`src/rtl/mem_arbiter.sv`:
```
// mem_arbiter: two-master arbiter in front of a single word memory.
// m0 is the instruction-fetch port and m1 is the data port. One transaction
// at a time moves through IDLE -> ISSUE -> WAIT -> RESP. A WAIT-state
// watchdog aborts the transaction with err_o if the memory never acknowledges.
module mem_arbiter #(
    parameter int TIMEOUT_CYCLES = 16,
    parameter int ROUND_ROBIN    = 1
) (
    input  logic        clk,
    input  logic        rst,
    input  logic        m0_rd_en_i,
    input  logic        m0_wr_en_i,
    input  logic [31:0] m0_addr_i,
    input  logic [31:0] m0_data_i,
    output logic [31:0] m0_data_o,
    output logic        m0_ack_o,
    input  logic        m1_rd_en_i,
    input  logic        m1_wr_en_i,
    input  logic [31:0] m1_addr_i,
    input  logic [31:0] m1_data_i,
    output logic [31:0] m1_data_o,
    output logic        m1_ack_o,
    output logic        err_o,
    output logic        busy_o,
    output logic        mem_rd_en_o,
    output logic        mem_wr_en_o,
    output logic [31:0] mem_addr_o,
    output logic [31:0] mem_data_o,
    input  logic [31:0] mem_data_i,
    input  logic        mem_ack_i
);
    // Counter is at least 5 bits wide and always able to hold TIMEOUT_CYCLES.
    localparam int CNT_W = ($clog2(TIMEOUT_CYCLES + 1) > 5) ? $clog2(TIMEOUT_CYCLES + 1) : 5;
    localparam logic [CNT_W-1:0] CNT_LIMIT = CNT_W'(TIMEOUT_CYCLES);

    typedef enum logic [1:0] {
        ST_IDLE  = 2'd0,
        ST_ISSUE = 2'd1,
        ST_WAIT  = 2'd2,
        ST_RESP  = 2'd3
    } state_t;

    state_t           state_q, state_d;
    logic             gnt_q, gnt_d;        // 0 = m0, 1 = m1
    logic             wr_q, wr_d;          // latched op: 1 = write
    logic [31:0]      addr_q, addr_d;
    logic [31:0]      wdata_q, wdata_d;
    logic             last_q, last_d;      // master granted last time
    logic [CNT_W-1:0] cnt_q, cnt_d;
    logic [31:0]      m0_data_q, m0_data_d;
    logic [31:0]      m1_data_q, m1_data_d;
    logic             m0_ack_q, m0_ack_d;
    logic             m1_ack_q, m1_ack_d;
    logic             err_q, err_d;
    logic             mem_rd_q, mem_rd_d;
    logic             mem_wr_q, mem_wr_d;
    logic             busy_q, busy_d;

    logic             m0_req_s, m1_req_s, sel_s, sel_wr_s;
    logic [CNT_W-1:0] cnt_inc_s;
    logic             done_s, timeout_s;
    logic [31:0]      resp_data_s;

    // Choose the winning master among the masters currently requesting.
    always_comb begin
        m0_req_s = m0_rd_en_i | m0_wr_en_i;
        m1_req_s = m1_rd_en_i | m1_wr_en_i;
        if (m0_req_s && m1_req_s) begin
            if (ROUND_ROBIN != 0) begin
                sel_s = ~last_q;
            end else begin
                sel_s = 1'b1;
            end
        end else begin
            sel_s = m1_req_s;
        end
        // A simultaneous read and write is executed as a write.
        sel_wr_s = sel_s ? m1_wr_en_i : m0_wr_en_i;
    end

    // Next-state and registered-output logic for the transaction FSM.
    always_comb begin
        state_d     = state_q;
        gnt_d       = gnt_q;
        wr_d        = wr_q;
        addr_d      = addr_q;
        wdata_d     = wdata_q;
        last_d      = last_q;
        cnt_d       = cnt_q;
        m0_data_d   = m0_data_q;
        m1_data_d   = m1_data_q;
        m0_ack_d    = 1'b0;
        m1_ack_d    = 1'b0;
        err_d       = 1'b0;
        mem_rd_d    = 1'b0;
        mem_wr_d    = 1'b0;
        cnt_inc_s   = cnt_q + CNT_W'(1);
        done_s      = 1'b0;
        timeout_s   = 1'b0;
        resp_data_s = 32'h0;
        case (state_q)
            ST_IDLE: begin
                if (m0_req_s || m1_req_s) begin
                    gnt_d    = sel_s;
                    wr_d     = sel_wr_s;
                    addr_d   = sel_s ? m1_addr_i : m0_addr_i;
                    wdata_d  = sel_s ? m1_data_i : m0_data_i;
                    mem_rd_d = ~sel_wr_s;
                    mem_wr_d = sel_wr_s;
                    state_d  = ST_ISSUE;
                end else begin
                    state_d  = ST_IDLE;
                end
            end
            ST_ISSUE: begin
                cnt_d   = {CNT_W{1'b0}};
                state_d = ST_WAIT;
            end
            ST_WAIT: begin
                if (mem_ack_i) begin
                    done_s      = 1'b1;
                    resp_data_s = wr_q ? 32'h0 : mem_data_i;
                end else if (cnt_inc_s == CNT_LIMIT) begin
                    done_s    = 1'b1;
                    timeout_s = 1'b1;
                    cnt_d     = cnt_inc_s;
                end else begin
                    cnt_d     = cnt_inc_s;
                end
                if (done_s) begin
                    state_d = ST_RESP;
                    err_d   = timeout_s;
                    if (gnt_q) begin
                        m1_ack_d  = 1'b1;
                        m1_data_d = resp_data_s;
                    end else begin
                        m0_ack_d  = 1'b1;
                        m0_data_d = resp_data_s;
                    end
                end else begin
                    state_d = ST_WAIT;
                end
            end
            ST_RESP: begin
                last_d  = gnt_q;
                cnt_d   = {CNT_W{1'b0}};
                state_d = ST_IDLE;
            end
            default: begin
                state_d = ST_IDLE;
            end
        endcase
        busy_d = (state_d != ST_IDLE);
    end

    // State and output registers; reset abandons any in-flight transaction.
    always_ff @(posedge clk) begin
        if (rst) begin
            state_q   <= ST_IDLE;
            gnt_q     <= 1'b0;
            wr_q      <= 1'b0;
            addr_q    <= 32'h0;
            wdata_q   <= 32'h0;
            last_q    <= 1'b1;
            cnt_q     <= {CNT_W{1'b0}};
            m0_data_q <= 32'h0;
            m1_data_q <= 32'h0;
            m0_ack_q  <= 1'b0;
            m1_ack_q  <= 1'b0;
            err_q     <= 1'b0;
            mem_rd_q  <= 1'b0;
            mem_wr_q  <= 1'b0;
            busy_q    <= 1'b0;
        end else begin
            state_q   <= state_d;
            gnt_q     <= gnt_d;
            wr_q      <= wr_d;
            addr_q    <= addr_d;
            wdata_q   <= wdata_d;
            last_q    <= last_d;
            cnt_q     <= cnt_d;
            m0_data_q <= m0_data_d;
            m1_data_q <= m1_data_d;
            m0_ack_q  <= m0_ack_d;
            m1_ack_q  <= m1_ack_d;
            err_q     <= err_d;
            mem_rd_q  <= mem_rd_d;
            mem_wr_q  <= mem_wr_d;
            busy_q    <= busy_d;
        end
    end

    assign m0_data_o   = m0_data_q;
    assign m1_data_o   = m1_data_q;
    assign m0_ack_o    = m0_ack_q;
    assign m1_ack_o    = m1_ack_q;
    assign err_o       = err_q;
    assign busy_o      = busy_q;
    assign mem_rd_en_o = mem_rd_q;
    assign mem_wr_en_o = mem_wr_q;
    assign mem_addr_o  = addr_q;
    assign mem_data_o  = wdata_q;

endmodule

```
`config.mk`:
```
export PLATFORM = sky130hd
export DESIGN_NAME = mem_arbiter
export DESIGN_NICKNAME = d
export VERILOG_FILES = /design/src/rtl/mem_arbiter.sv
export SDC_FILE = /design/constraint.sdc
export NUM_CORES = 1
export LEC_CHECK = 0
export CORE_ASPECT_RATIO = 0.8
export CORE_UTILIZATION = 37
export DETAILED_ROUTE_END_ITERATION = 16
export GPL_TIMING_DRIVEN = 0
export PLACE_DENSITY = 0.77
export SLEW_MARGIN = 20
export SYNTH_ARGS = -nofsm -noshare
export SYNTH_HDL_FRONTEND = slang
export SYNTH_SLANG_ARGS = --single-unit
```
`constraint.sdc`:
```
create_clock -name clk -period 1.6 [get_ports clk]
set_input_delay 0.32 -clock clk [delete_from_list [all_inputs] [get_ports clk]]
set_output_delay 0.32 -clock clk [all_outputs]
set_load 0.02 [all_outputs]
```
==> key figures, run 1 <==
Status
  – Run status: finished, final reports clean

Final layout
  – Most frequent cells in the layout: clkdlybuf4s50_1 (162), dfxtp_1 (140), dlygate4sd2_1 (137), nand2_1 (130), nor2_1 (74)
  – Non-filler instance count after layout: 1298
  – Syn-to-layout area delta: 66.8%
  – Layout net count: 1241
  – Final core occ: 64.3%
  – Post-route cell area: 0.0103 mm²
  – Layout cells sized above 1: 13.3%
  – Commonest non-fill, non-tap cell in the layout: clkdlybuf4s50_1
  – Fill count: 1444

CTS
  – Skew-Pair Late Insertion Delay: 420 ps
  – CTS root buf: clkbuf_16
  – CTS buffer count: 17
  – CTS H-tree depth: 4
  – CTS tree: built
  – Clk sinks: 144
  – Clock transition at path regs: 60 ps
  – Clk buf depth: 2

Placed design
  – Port-buffer cells: 300
  – Half-perimeter wire length after placement: 16500 µm
  – Post-place instance area: 0.00944 mm²
  – GPL Wtd Cong: 0.844
  – Post-Place Cells: 1256

STA
  – Worst Max-Slew Pin Slew: 606 ps
  – Max Freq: 643 MHz
  – Unrepaired setup endpoints after global routing: yes
  – Ratio of final minimum period to clock period: 97.2%
  – Pins over their slew limit: 0
  – TNS Setup: 0 ps
  – Clock skew: 10.1 ps
  – Slew HR: 59.6%
  – Final hold violation count: 0
  – Fin crit period: 1550 ps
  – WHS: 447 ps
  – Setup-failing EPs final: 0

Route
  – Initial DRC count: 420
  – Final WL: 22500 µm
  – Avg WL per Cell: 17.4 µm
  – Post-route ant nets: 0
  – DR vias: 6841
  – DRC: 0
  – TritonRoute pass-1 iters: 5
  – Via density: 5.27

Worst setup path
  – Crit path launch type: flip-flop
  – Crit-path cells: inv_4 -> ha_4 -> buf_6 -> and3_4 -> buf_4 -> a32oi_2 -> o21ai_0
  – Critical Path AT: 1840 ps
  – CP max stage delay: 370 ps
  – WP data required: 1880 ps
  – CP bufs+invs: 3
  – Delay-heaviest family, CP: flip-flops
  – CP Capture Type: flip-flop
  – Critical path class: flip-flop to flip-flop
  – CP max FO: 10
  – CP max-delay cell: dfxtp_4

Power and ir drop
  – Pleak: 4.48 nW
  – Pwr per Cell Area: 1300 mW/mm²
  – Peak supply drop: 0.689 mV

GRT
  – First-pass GRT wire length: 35500 µm
  – Largest net degree at the start of global routing: 17
  – GRT Overall Usage: 26.0%
  – Grt total ovfl: 0
  – Vias in the first global route: 6726
  – Initial antenna violation count: 2

Hold path
  – Worst min path class: input pin to flip-flop

Yosys
  – Seq/Total Area, Yosys: 46.7%
  – Ys async rst share: 0%
  – Share of the synthesized area in the top cell type: 46.7%
  – Post-synth EDFFs: 0
  – Top FF cell, synth: dfxtp_1
  – Gate Count Post-Synth: 741
  – Synth Warn #: 0
  – Netlist Area Pre-Place: 0.00617 mm²
  – Synthesized area per cell: 8.32 µm²
  – Yosys top cell by area: dfxtp_1
  – Synth Net Count: 914
  – Top area cells in the synthesized netlist: dfxtp_1 (47%), a32oi_1 (9.1%), nand2_1 (8.0%)
  – Seq cells post-synth: 144
  – Yosys cell types: 43

Die
  – Die width: 146 µm
  – Full die area: 0.0172 mm²
  – Die Ht: 117 µm
  – CORE AREA: 0.0160 mm²
  – Io pins: 301
  – Initial core utilization: 38.5%
  – Number of cell rows: 41

Run
  – Max-cap violations: 0
## layer usage
layer	up-vias	share of wire, %	track usage [%]
li1	3345	-	-
met3	44	7.5	7.60
met5	-	0	0
met4	0	3.4	12.0
met1	3169	43	33.4
met2	283	46	40.3
## sequential cells by signal, summed over array words and instances (netlist names)
register	cells
m1_data_o	32
mem_rd_en_o	1
err_o	1
cnt_q	5
m0_data_o	32
mem_wr_en_o	1
mem_data_o	32
busy_o	1
wr_q	1
state_q	2
m0_ack_o	1
last_q	1
gnt_q	1
mem_addr_o	32
m1_ack_o	1
## power breakdown
group	switching (W)	internal, W	leakage (nW)
Sequential	0.000325	0.00417	1.18
Combinational	0.00267	0.00192	2.99
Clock	0.00163	0.00263	0.306
## Yosys cell counts (2+ instances only)
cell type,n
buf_4,5
o21ai_0,65
a21oi_1,71
clkbuf_1,37
o211ai_1,2
nor3b_1,2
inv_1,5
nand3_1,3
nand2_1,132
ha_1,6
nand2b_1,4
and2_1,4
nor2_1,75
or2_2,2
o21ai_1,3
and3_1,2
a211oi_1,54
a22oi_1,3
buf_8,2
dfxtp_1,144
a32oi_1,64
buf_1,5
buf_2,22
a211oi_2,10
## through the flow
step           total power, W  worst slack (ps)
6_report               0.0133              45.6
3_5_place_dp          0.00921              -806
5_1_grt                0.0140             -21.4
3_3_place_gp          0.00915              -752
4_1_cts                0.0132             -8.66
2_1_floorplan         0.00706              31.1
## cell families (layout without fill, tap and decap cells)
| group | count (synthesis) | in the layout | synth area share (%) |
|---|---|---|---|
| compound gates | 279 | 279 | 30.4 |
| other cells | 0 | 2 | 0 |
| buf+inv | 78 | 418 | 6.01 |
| flops | 144 | 144 | 46.7 |
| fa+ha+maj | 6 | 6 | 1.22 |
| simple gates | 234 | 234 | 15.6 |
## path summary, 6_finish.rpt
path | to | from | cells past startpoint | slack, ps
setup reg to reg | m0_data_o[27] | state_q[0] | 7 | 50
setup / recovery | m0_data_o[27] | state_q[0] | 7 | 50
hold reg to reg | m0_data_o[24] | m0_data_o[24] | 2 | 470
hold / removal | mem_addr_o[14] | m0_addr_i[14] | 3 | 450
## worst reg2reg max path, cell delays in order (launching register included)
cell     delay, ps
dfxtp_4        370
inv_4           50
ha_4           160
buf_6          120
and3_4         190
buf_4          180
a32oi_2        220
o21ai_0        130
## repair_timing
action	CTS	global route
endpoints found under the setup margin	268	126
pin swaps	3	6
resized for setup	205	71
buffers inserted	6	3
cloned	2	0
hold buffers	0	0
## area by class of cell
class	instances	area, µm²	area share [%]
Clock inverter	15	209	2.03
Multi-Input combinational cell	519	3040	29.6
Inverter	5	21.3	0.207
Buffer	70	500	4.87
Sequential cell	144	2890	28.1
Antenna cell	2	5.00	0.0487
Clock buffer	17	425	4.14
Tap cell	215	269	2.62
Timing Repair Buffer	311	2920	28.4
Note: power is estimated with default switching activity, not from simulation.
==> inputs of run 2 (changes only) <==
--- a/config.mk
+++ b/config.mk
@@ -9,6 +9,7 @@
 export CORE_UTILIZATION = 37
 export DETAILED_ROUTE_END_ITERATION = 16
 export GPL_TIMING_DRIVEN = 0
+export MAX_ROUTING_LAYER = met4
 export PLACE_DENSITY = 0.77
 export SLEW_MARGIN = 20
 export SYNTH_ARGS = -nofsm -noshare
==> run 2 against run 1 <==
Net effect: maximum frequency hardly changed; worst hold slack worse by 0.62 ps; sequential share of layout area hardly changed; highest routed layer unchanged.
==> key figures, run 2 (synthesis gave the netlist of run 1 again) <==
Status
  – Run status: finished, final reports clean

Worst setup path
  – WP data required: 1880 ps (about the same)
  – CP max FO: 10 (unchanged)
  – Critical Path AT: 1840 ps (about the same)
  – Critical path class: flip-flop to flip-flop
  – Reg2reg end: m0_data_o[27]
  – R2R Setup Slk: 50 ps (about the same)
  – CP Capture Type: flip-flop
  – Worst R2R Start: state_q[0]
  – Crit path launch type: flip-flop
  – Worst Reg-to-Reg Cells: 7 (unchanged)

Route
  – Final WL: 22500 µm (about the same)
  – Initial DRC count: 471 (+12%)
  – Routed wl met2: 10400 µm (-0.24%)
  – Met3 routed WL: 1710 µm (+1.7%)
  – Top Layer Used: met4
  – Via density: 5.28 (+0.16%)
  – DR vias: 6857 (+0.23%)
  – Avg WL per Cell: 17.4 µm (about the same)
  – TritonRoute pass-1 iters: 5 (unchanged)
  – M1 wire length: 9650 µm (-0.41%)
  – DRC: 0 (unchanged)
  – Post-route ant nets: 0 (unchanged)

Final layout
  – Commonest non-fill, non-tap cell in the layout: clkdlybuf4s50_1
  – Fill count: 1445 (+0.069%)
  – Layout net count: 1241 (unchanged)
  – Syn-to-layout area delta: 66.8% (about the same)
  – Layout cells sized above 1: 13.3% (unchanged)
  – Post-route cell area: 0.0103 mm² (about the same)
  – Most frequent cells in the layout: clkdlybuf4s50_1 (162), dfxtp_1 (140), dlygate4sd2_1 (137), nand2_1 (130), nor2_1 (74)

GRT
  – GRT Overall Usage: 26.8% (+0.80 points)
  – First-pass GRT wire length: 35500 µm (about the same)
  – Grt total ovfl: 0 (unchanged)
  – Initial antenna violation count: 2 (unchanged)
  – Vias in the first global route: 6721 (-0.074%)
  – Largest net degree at the start of global routing: 17 (unchanged)

STA
  – Ratio of final minimum period to clock period: 97.1% (about the same)
  – Fin crit period: 1550 ps (-0.321 ps)
  – Slew HR: 59.2% (-0.36 points)
  – Clock skew: 7.93 ps (-2.16 ps)
  – Final hold violation count: 0 (unchanged)
  – Max Freq: 643 MHz (about the same)
  – Setup-failing EPs final: 0 (unchanged)
  – TNS Setup: 0 ps (unchanged)
  – Pins over their slew limit: 0 (unchanged)
  – Worst Max-Slew Pin Slew: 611 ps (+5.39 ps)
  – Unrepaired setup endpoints after global routing: yes

CTS
  – Hold-fix buffers, CTS: 0 (unchanged)
  – CTS H-tree depth: 4 (unchanged)
  – CTS root buf: clkbuf_16
  – CTS tree: built
  – Clk buf depth: 2 (unchanged)
  – Clock transition at path regs: 60 ps (about the same)
  – CTS buffer count: 17 (unchanged)
  – Skew-Pair Late Insertion Delay: 420 ps (about the same)
  – Clk sinks: 144 (unchanged)

Placed design
  – Post-place instance area: 0.00944 mm² (unchanged)
  – GPL Wtd Cong: 0.857 (+1.6%)
  – Half-perimeter wire length after placement: 16500 µm (unchanged)
  – Port-buffer cells: 300 (unchanged)

Die
  – Number of cell rows: 41 (unchanged)
  – Full die area: 0.0172 mm² (unchanged)
  – Die width: 146 µm (unchanged)
  – CORE AREA: 0.0160 mm² (unchanged)
  – Io pins: 301 (unchanged)
  – Initial core utilization: 38.5% (unchanged)
  – Die Ht: 117 µm (unchanged)

Power and ir drop
  – Pwr per Cell Area: 1300 mW/mm² (about the same)
  – Peak supply drop: 0.692 mV (+0.39%)
  – Pleak: 4.48 nW (about the same)

Hold path
  – Worst min path class: input pin to flip-flop
  – Hold path endpoint: mem_addr_o[14]
  – Hold Path Depth: 3 (unchanged)
  – Startpoint of the worst hold path: m0_addr_i[14]

Run
  – Max-cap violations: 0 (unchanged)
## run 2: cell count changes in the layout (fill, tap and decap cells not counted)
| cell | before | now |
|---|---|---|
| diode_2 | 2 | 3 |
## run 2: critical path, cell delays in order (launching register included)
cell     delay, ps
dfxtp_4        370
inv_4           50
ha_4           160
buf_6          120
and3_4         190
buf_4          180
a32oi_2        210
o21ai_0        130
## run 2: layout make-up
class | count | area, µm² | area share [%]
Antenna cell | 3 | 7.51 | 0.0730
Inverter | 5 | 21.3 | 0.207
Multi-Input combinational cell | 519 | 3040 | 29.6
Clock inverter | 15 | 209 | 2.03
Buffer | 70 | 500 | 4.86
Clock buffer | 17 | 425 | 4.14
Timing Repair Buffer | 311 | 2920 | 28.4
Tap cell | 215 | 269 | 2.61
Sequential cell | 144 | 2890 | 28.1
## run 2: what timing repair did
action,4_1_cts,5_1_grt
resized for setup,205,71
endpoints found under the setup margin,268,126
cloned,2,0
setup buffers,6,3
pin swaps,3,6
## run 2: layer usage
| layer | global-route usage (%) | vias to the layer above |
|---|---|---|
| met5 | - | - |
| met4 | 12.0 | 0 |
| met3 | 6.55 | 45 |
| met2 | 40.2 | 306 |
| met1 | 34.2 | 3160 |
| li1 | - | 3346 |
## run 2: worst max path at each step
stage | startpoint | end | slack [ps] | cells past startpoint
2_1_floorplan | state_q[0] | m0_data_o[1] | 30 | 8
5_1_grt | state_q[1] | mem_data_o[5] | -20 | 8
6_report | state_q[0] | m0_data_o[27] | 50 | 7
3_3_place_gp | rst | mem_data_o[7] | -750 | 5
4_1_cts | state_q[0] | m1_data_o[26] | -9 | 8
3_5_place_dp | rst | mem_data_o[8] | -810 | 5
## run 2: metrics by stage
step           setup slack [ps]  instances  util, %  hold slack (ps)  power, W
3_5_place_dp               -806       1256     59.0              467   0.00921
3_3_place_gp               -752       1256     59.0              450   0.00915
5_1_grt                   -21.4       1299     64.3              447    0.0140
4_1_cts                   -8.66       1295     63.2              435    0.0132
2_1_floorplan              31.1        741        -              399   0.00706
6_report                   45.9       1299     64.3              446    0.0134
## run 2: where the power goes
group          switching, W  internal, W  total [W]
registers          0.000324      0.00417    0.00449
clock network       0.00164      0.00263    0.00427
logic               0.00268      0.00192    0.00460
